===== src/rtl/peg_mac_pipe.sv =====
// peg_mac_pipe: multi-lane pipelined signed multiply / saturating accumulate
// engine for the PEG datapath. One valid/ready handshake drives all lanes. An
// operand register and MUL_STAGES product registers feed a shared
// accumulate/output register. With no stall a result appears MUL_STAGES+1
// edges after its beat is accepted.
module peg_mac_pipe #(
    parameter int LANES      = 4,
    parameter int A_WIDTH    = 16,
    parameter int B_WIDTH    = 14,
    parameter int B_SIGNED   = 0,
    parameter int MUL_STAGES = 3,
    parameter int ACC_WIDTH  = 40
) (
    input  logic                         clk,
    input  logic                         reset_n,
    input  logic                         in_valid,
    output logic                         in_ready,
    input  logic [LANES*A_WIDTH-1:0]     in_a,
    input  logic [LANES*B_WIDTH-1:0]     in_b,
    input  logic                         in_acc,
    input  logic                         in_last,
    output logic                         out_valid,
    input  logic                         out_ready,
    output logic [LANES*ACC_WIDTH-1:0]   out_data,
    output logic [LANES-1:0]             out_sat
);

    localparam logic [ACC_WIDTH-1:0] ACC_MAX = {1'b0, {(ACC_WIDTH-1){1'b1}}};
    localparam logic [ACC_WIDTH-1:0] ACC_MIN = {1'b1, {(ACC_WIDTH-1){1'b0}}};

    // Global advance enable: the whole pipe moves only when the output slot frees up.
    logic                               w_en;

    // Operand register
    logic                               r_in_valid;
    logic                               r_in_acc;
    logic                               r_in_last;
    logic [LANES*A_WIDTH-1:0]           r_in_a;
    logic [LANES*B_WIDTH-1:0]           r_in_b;

    // Product pipeline; products are kept at ACC_WIDTH because the exact
    // A_WIDTH+B_WIDTH product always fits there.
    logic [LANES-1:0][ACC_WIDTH-1:0]    w_prod;
    logic [LANES-1:0][ACC_WIDTH-1:0]    r_p_data [MUL_STAGES];
    logic [MUL_STAGES-1:0]              r_p_valid;
    logic [MUL_STAGES-1:0]              r_p_acc;
    logic [MUL_STAGES-1:0]              r_p_last;

    // Beat arriving at the accumulate stage
    logic [LANES-1:0][ACC_WIDTH-1:0]    w_t_prod;
    logic                               w_t_valid;
    logic                               w_t_acc;
    logic                               w_t_last;

    // Accumulator state and per-lane saturated sums
    logic [LANES-1:0][ACC_WIDTH-1:0]    r_acc;
    logic [LANES-1:0][ACC_WIDTH-1:0]    w_sum_sat;
    logic [LANES-1:0]                   w_ovf;
    logic [LANES-1:0]                   r_sat;
    logic                               r_group_open;

    // Output register
    logic                               r_out_valid;
    logic [LANES-1:0][ACC_WIDTH-1:0]    r_out_data;
    logic [LANES-1:0]                   r_out_sat;

    assign w_en     = !r_out_valid || out_ready;
    assign in_ready = reset_n && w_en;

    assign w_t_prod  = r_p_data[MUL_STAGES-1];
    assign w_t_valid = r_p_valid[MUL_STAGES-1];
    assign w_t_acc   = r_p_acc[MUL_STAGES-1];
    assign w_t_last  = r_p_last[MUL_STAGES-1];

    genvar gi;
    generate
        for (gi = 0; gi < LANES; gi++) begin : g_lane
            logic [ACC_WIDTH-1:0] w_a_ext;
            logic [ACC_WIDTH-1:0] w_b_ext;
            logic [ACC_WIDTH:0]   w_p_ext;
            logic [ACC_WIDTH:0]   w_base;
            logic [ACC_WIDTH:0]   w_sum;

            assign w_a_ext = {{(ACC_WIDTH-A_WIDTH){r_in_a[gi*A_WIDTH+A_WIDTH-1]}},
                              r_in_a[gi*A_WIDTH +: A_WIDTH]};

            if (B_SIGNED != 0) begin : g_b_signed
                assign w_b_ext = {{(ACC_WIDTH-B_WIDTH){r_in_b[gi*B_WIDTH+B_WIDTH-1]}},
                                  r_in_b[gi*B_WIDTH +: B_WIDTH]};
            end else begin : g_b_unsigned
                assign w_b_ext = {{(ACC_WIDTH-B_WIDTH){1'b0}},
                                  r_in_b[gi*B_WIDTH +: B_WIDTH]};
            end

            // Low ACC_WIDTH bits of the modular product equal the exact signed product.
            assign w_prod[gi] = w_a_ext * w_b_ext;

            // One guard bit makes overflow of base+P visible without loss.
            assign w_p_ext = {w_t_prod[gi][ACC_WIDTH-1], w_t_prod[gi]};
            assign w_base  = r_group_open ? {r_acc[gi][ACC_WIDTH-1], r_acc[gi]} : '0;
            assign w_sum   = w_base + w_p_ext;
            assign w_ovf[gi] = w_sum[ACC_WIDTH] ^ w_sum[ACC_WIDTH-1];
            assign w_sum_sat[gi] = !w_ovf[gi] ? w_sum[ACC_WIDTH-1:0]
                                 : (w_sum[ACC_WIDTH] ? ACC_MIN : ACC_MAX);
        end
    endgenerate

    // Valid bits of the operand register and product stages, cleared by reset.
    always_ff @(posedge clk) begin
        if (!reset_n) begin
            r_in_valid <= 1'b0;
            r_p_valid  <= '0;
        end else if (w_en) begin
            r_in_valid   <= in_valid;
            r_p_valid[0] <= r_in_valid;
            for (int s = 1; s < MUL_STAGES; s++) begin
                r_p_valid[s] <= r_p_valid[s-1];
            end
        end
    end

    // Operand/product data and beat tags travel with the valid bits.
    always_ff @(posedge clk) begin
        if (w_en) begin
            r_in_a      <= in_a;
            r_in_b      <= in_b;
            r_in_acc    <= in_acc;
            r_in_last   <= in_last;
            r_p_data[0] <= w_prod;
            r_p_acc[0]  <= r_in_acc;
            r_p_last[0] <= r_in_last;
            for (int s = 1; s < MUL_STAGES; s++) begin
                r_p_data[s] <= r_p_data[s-1];
                r_p_acc[s]  <= r_p_acc[s-1];
                r_p_last[s] <= r_p_last[s-1];
            end
        end
    end

    // Accumulate stage: update group state and load the output register.
    always_ff @(posedge clk) begin
        if (!reset_n) begin
            r_acc        <= '0;
            r_sat        <= '0;
            r_group_open <= 1'b0;
            r_out_valid  <= 1'b0;
            r_out_data   <= '0;
            r_out_sat    <= '0;
        end else if (w_en) begin
            r_out_valid <= w_t_valid && (!w_t_acc || w_t_last);
            if (w_t_valid) begin
                if (!w_t_acc) begin
                    // A lone product always fits, so saturating it is the identity.
                    r_out_data <= w_t_prod;
                    r_out_sat  <= '0;
                end else if (!w_t_last) begin
                    r_acc        <= w_sum_sat;
                    r_sat        <= r_sat | w_ovf;
                    r_group_open <= 1'b1;
                end else begin
                    r_out_data   <= w_sum_sat;
                    r_out_sat    <= r_sat | w_ovf;
                    r_acc        <= '0;
                    r_sat        <= '0;
                    r_group_open <= 1'b0;
                end
            end
        end
    end

    assign out_valid = r_out_valid;
    assign out_data  = r_out_data;
    assign out_sat   = r_out_sat;

endmodule

===== config.mk =====
export PLATFORM = sky130hd
export DESIGN_NAME = peg_mac_pipe
export DESIGN_NICKNAME = d
export VERILOG_FILES = /design/src/rtl/peg_mac_pipe.sv
export SDC_FILE = /design/constraint.sdc
export NUM_CORES = 2
export LEC_CHECK = 0
export BUFFER_PORTS_ARGS = -buffer_cell sky130_fd_sc_hd__buf_2
export CELL_PAD_IN_SITES_DETAIL_PLACEMENT = 1
export CELL_PAD_IN_SITES_GLOBAL_PLACEMENT = 2
export CORE_ASPECT_RATIO = 1.1
export CORE_UTILIZATION = 39
export CTS_BUF_LIST = sky130_fd_sc_hd__clkbuf_4 sky130_fd_sc_hd__clkbuf_8
export CTS_CLUSTER_DIAMETER = 80
export DETAILED_ROUTE_END_ITERATION = 12
export GPL_ROUTABILITY_DRIVEN = 1
export GPL_TIMING_DRIVEN = 0
export HOLD_SLACK_MARGIN = 0.08
export PLACE_DENSITY_LB_ADDON = 0.1
export SYNTH_ARGS = -nofsm -noshare
export SYNTH_HDL_FRONTEND = slang
export SYNTH_SLANG_ARGS = --single-unit
export TNS_END_PERCENT = 1

===== constraint.sdc =====
create_clock -name clk -period 21.8 [get_ports clk]
set_input_delay 2.18 -clock clk [delete_from_list [all_inputs] [get_ports clk]]
set_output_delay 2.18 -clock clk [all_outputs]
set_load 0.01 [all_outputs]

==> metrics.csv <==
stage,metric,value,unit
clock_network,cts_root_buffer,clkbuf_8,
sta,fin_skew,0.0529,ns
logic_synthesis,synthFlopType,edfxtp_1,
route,wire_per_inst,24.3,um
logic_synthesis,synthDominantCellAreaShare,0.246,
logic_synthesis,ys_seq_elements,834,
placement,gp_congestion,0.930,
worst_hold_path,whs_endpoint,r_p_data[0][327],
die,die_area,184000,um2
logic_synthesis,ys.warnings.count,0,
placement,portBuffers,291,
clock_network,clkLatencyLatePin,0.94,ns
die,core-area,181000,um2
die,die-width,409,um
logic_synthesis,synth-edff-count,500,
logic_synthesis,netlist-cell-type-count,87,
sta,fmax,117,MHz
sta,finalCritPeriodShare,0.390,
sta,worst_pin_slew,1.59,ns
finish,final_area,79200,um2
logic_synthesis,syn-num-nets,8509,
run_status,status,"finished, violations left",
route,via_count,53100,
setup_path,crit_fanout,10,
worst_hold_path,min_from,r_p_data[0][167],
sta,finalHoldViolCount,0,
finish,multi_input_area,44700,um2
placement,place_hpwl,196000,um
clock_network,cts_buffer_depth,3,
run_status,violations,"max-capacitance violations, max-slew violations",
logic_synthesis,synth_commonest_cells,"948 x inv_1, 876 x fa_1, 751 x and2_1",
die,rows,164,
grt,grt_pass1_wl,365000,um
sta,relSlewSlack,-0.0625,
finish,fillers,20400,
sta,timing.final.max_slew_violations,11,
route,drc,0,
clock_network,path_clk_slew,0.06,ns
finish,final_nets,8968,
logic_synthesis,avgSynthCellArea,10.1,um2
setup_path,reg2reg_setup_slack,13.29,ns
route,drt-pass1-iter-count,6,
grt,grt_start_max_net_pins,67,
route,wl,244000,um
setup_path,critPathRequiredTime,22.67,ns
logic_synthesis,synth_area_leaders,"fa_1 25%, edfxtp_1 21%, dfxtp_1 9.4%",
die,io_pins,292,
clock_network,cts_resized,0,
sta,fin_crit,8.51,ns
logic_synthesis,yosysTopAreaCell,fa_1,
die,start_util,0.392,
finish,syn_to_final_growth,11.3,%
finish,register_area,21700,um2
power_and_ir_drop,finalPower,0.0145,W
clock_network,htreeDepth,4,
grt,grt_overflow,0,
placement,placed_cell_area,75900,um2
setup_path,worstSetupStartpointType,flop,
logic_synthesis,yosysSeqAreaShare,0.305,
worst_hold_path,holdCritPathClass,flop to flop,
clock_network,numCtsBuffers,156,
setup_path,r2r_end,out_data[51],
grt,grt_pass1_vias,57500,
clock_network,cts-hold-fix-buffers,0,
route,ant_nets,0,
power_and_ir_drop,p_per_area,183,nW/um2
setup_path,reg2reg_depth,25,
setup_path,crit_path_end_kind,flop,
logic_synthesis,syn_inst,7041,
power_and_ir_drop,power_leakage,36.3,nW
clock_network,tritoncts,yes,
clock_network,numClockSinks,834,
route,drt_iter0_drc,3270,
grt,grt_antenna_before_repair,9,
sta,rsz0062_at_grt,false,
sta,setup_tns,0,ns
job,drv_cap,2,
setup_path,timing_worst_setup_path_type,flop to flop,
worst_hold_path,holdPathStages,0,
sta,setup_viol,0,
logic_synthesis,netlist_area,71100,um2
grt,grt_usage,0.266,
logic_synthesis,post-synth-top-count-cell,inv_1,
finish,drive_above_1_share,0.0804,
route,vias_per_cell,5.29,
power_and_ir_drop,ir_drop,0.206,mV
setup_path,arrival,9.38,ns
setup_path,r2r-start,r_group_open,
die,die_h,450,um
logic_synthesis,synth-async-reset-ratio,0,
clock_network,cts_setup_buffers,0,
==> logic make-up (layout without fill, tap and decap cells) <==
logic type,count (synthesis),in the layout,synth area share
AOI/OAI and AO/OA,1292,1292,0.119
xor gates and xnor gates,267,267,0.0329
adders and majority gates,1343,1343,0.329
buffers and inverters,1264,1848,0.0671
DFF,834,834,0.305
muxes,34,34,0.00485
other,0,2,0
and+or+nand+nor,2007,2007,0.143
==> state kept, by name, summed over array words and instances, names as in the netlist, 3 cells and up <==
name and cells:
r_sat 4, out_data 160, r_in_a 64, out_sat 4, r_p_last 3, r_p_data 372, r_p_acc 3, r_acc 160
r_p_valid 3, r_in_b 56
==> power breakdown <==
part	switching (W)	internal, W	total [W]
clock network	0.000755	0.000895	0.00165
registers	0.000355	0.00259	0.00295
logic	0.00579	0.00408	0.00988
total	0.00690	0.00757	0.0145
==> layout by cell type, fill, tap and decap left out, types with 30 or more instances in the layout <==
master	instances
a21o_1	159
nor2_1	340
a22oi_1	51
nor3b_1	32
a221oi_1	67
nor2b_1	30
clkbuf_8	171
and2_1	751
clkbuf_4	44
a31oi_1	42
nor3_1	55
o21ai_0	311
edfxtp_1	500
xnor2_1	189
and3_1	31
nand2b_1	43
nand3_1	54
nand2_1	593
buf_2	298
dfxtp_1	334
o21a_1	48
a22o_1	33
o211ai_1	32
inv_1	948
o21bai_1	36
clkbuf_1	291
xor2_1	78
mux2i_1	33
fa_1	876
a21oi_1	321
ha_1	466
==> routing by layer <==
metal	wire (um)	global-route usage
met2	117000	0.443
met5	10	0
met1	107000	0.353
met4	7490	0.0849
met3	12700	0.0408
==> metrics by stage <==
step,worst slack (ns),std cells,hold slack [ns],util
after floorplan,1.39,7041,0.400,-
after global placement,-8.22,9739,0.402,0.417
after detailed placement,13.40,9749,0.405,0.418
after CTS,13.36,10000,0.399,0.437
after global routing,12.96,10000,0.413,0.437
final,13.29,10000,0.391,0.437
==> layout make-up <==
cell class	instances	share of cell area
timing repair buffer	301	0.0215
clock inverter	69	0.00811
clock buffer	214	0.0338
multi-input combinational	4943	0.564
buffer	315	0.0153
antenna	2	0.0000632
tap	2407	0.0380
inverter	949	0.0450
sequential	834	0.274
==> how the worst max path moves through the flow <==
stage / startpoint / slack [ns] / cells after the start / endpoint
floorplan: out_ready / 1.39 / 8 / out_data[0]
global placement: out_ready / -8.22 / 9 / out_data[133]
detailed placement: r_group_open / 13.40 / 25 / out_data[51]
CTS: r_group_open / 13.36 / 25 / out_data[51]
global route: r_group_open / 12.96 / 25 / out_data[51]
finish: r_group_open / 13.29 / 25 / out_data[51]
==> worst max-delay path, cell delays in order, from the launching register on <==
cell and delay [ns]:
dfxtp_1 0.31, clkbuf_1 0.46, clkbuf_1 0.90, clkbuf_1 0.74
and2_1 0.23, ha_1 0.29, a21oi_1 0.20, o21ai_0 0.16
a31oi_1 0.21, nor2_1 0.09, o31ai_1 0.42, a31oi_1 0.28
a221oi_1 0.50, o21ai_0 0.24, a21oi_1 0.23, o21bai_1 0.14
xor2_1 0.17, ha_1 0.28, clkbuf_1 0.30, nand4_1 0.17
o21ai_0 0.43, clkbuf_1 0.69, a21oi_1 0.13, a211oi_1 0.65
a21oi_1 0.08, nor2_1 0.11
No activity file was read; power rests on OpenSTA's default activity.
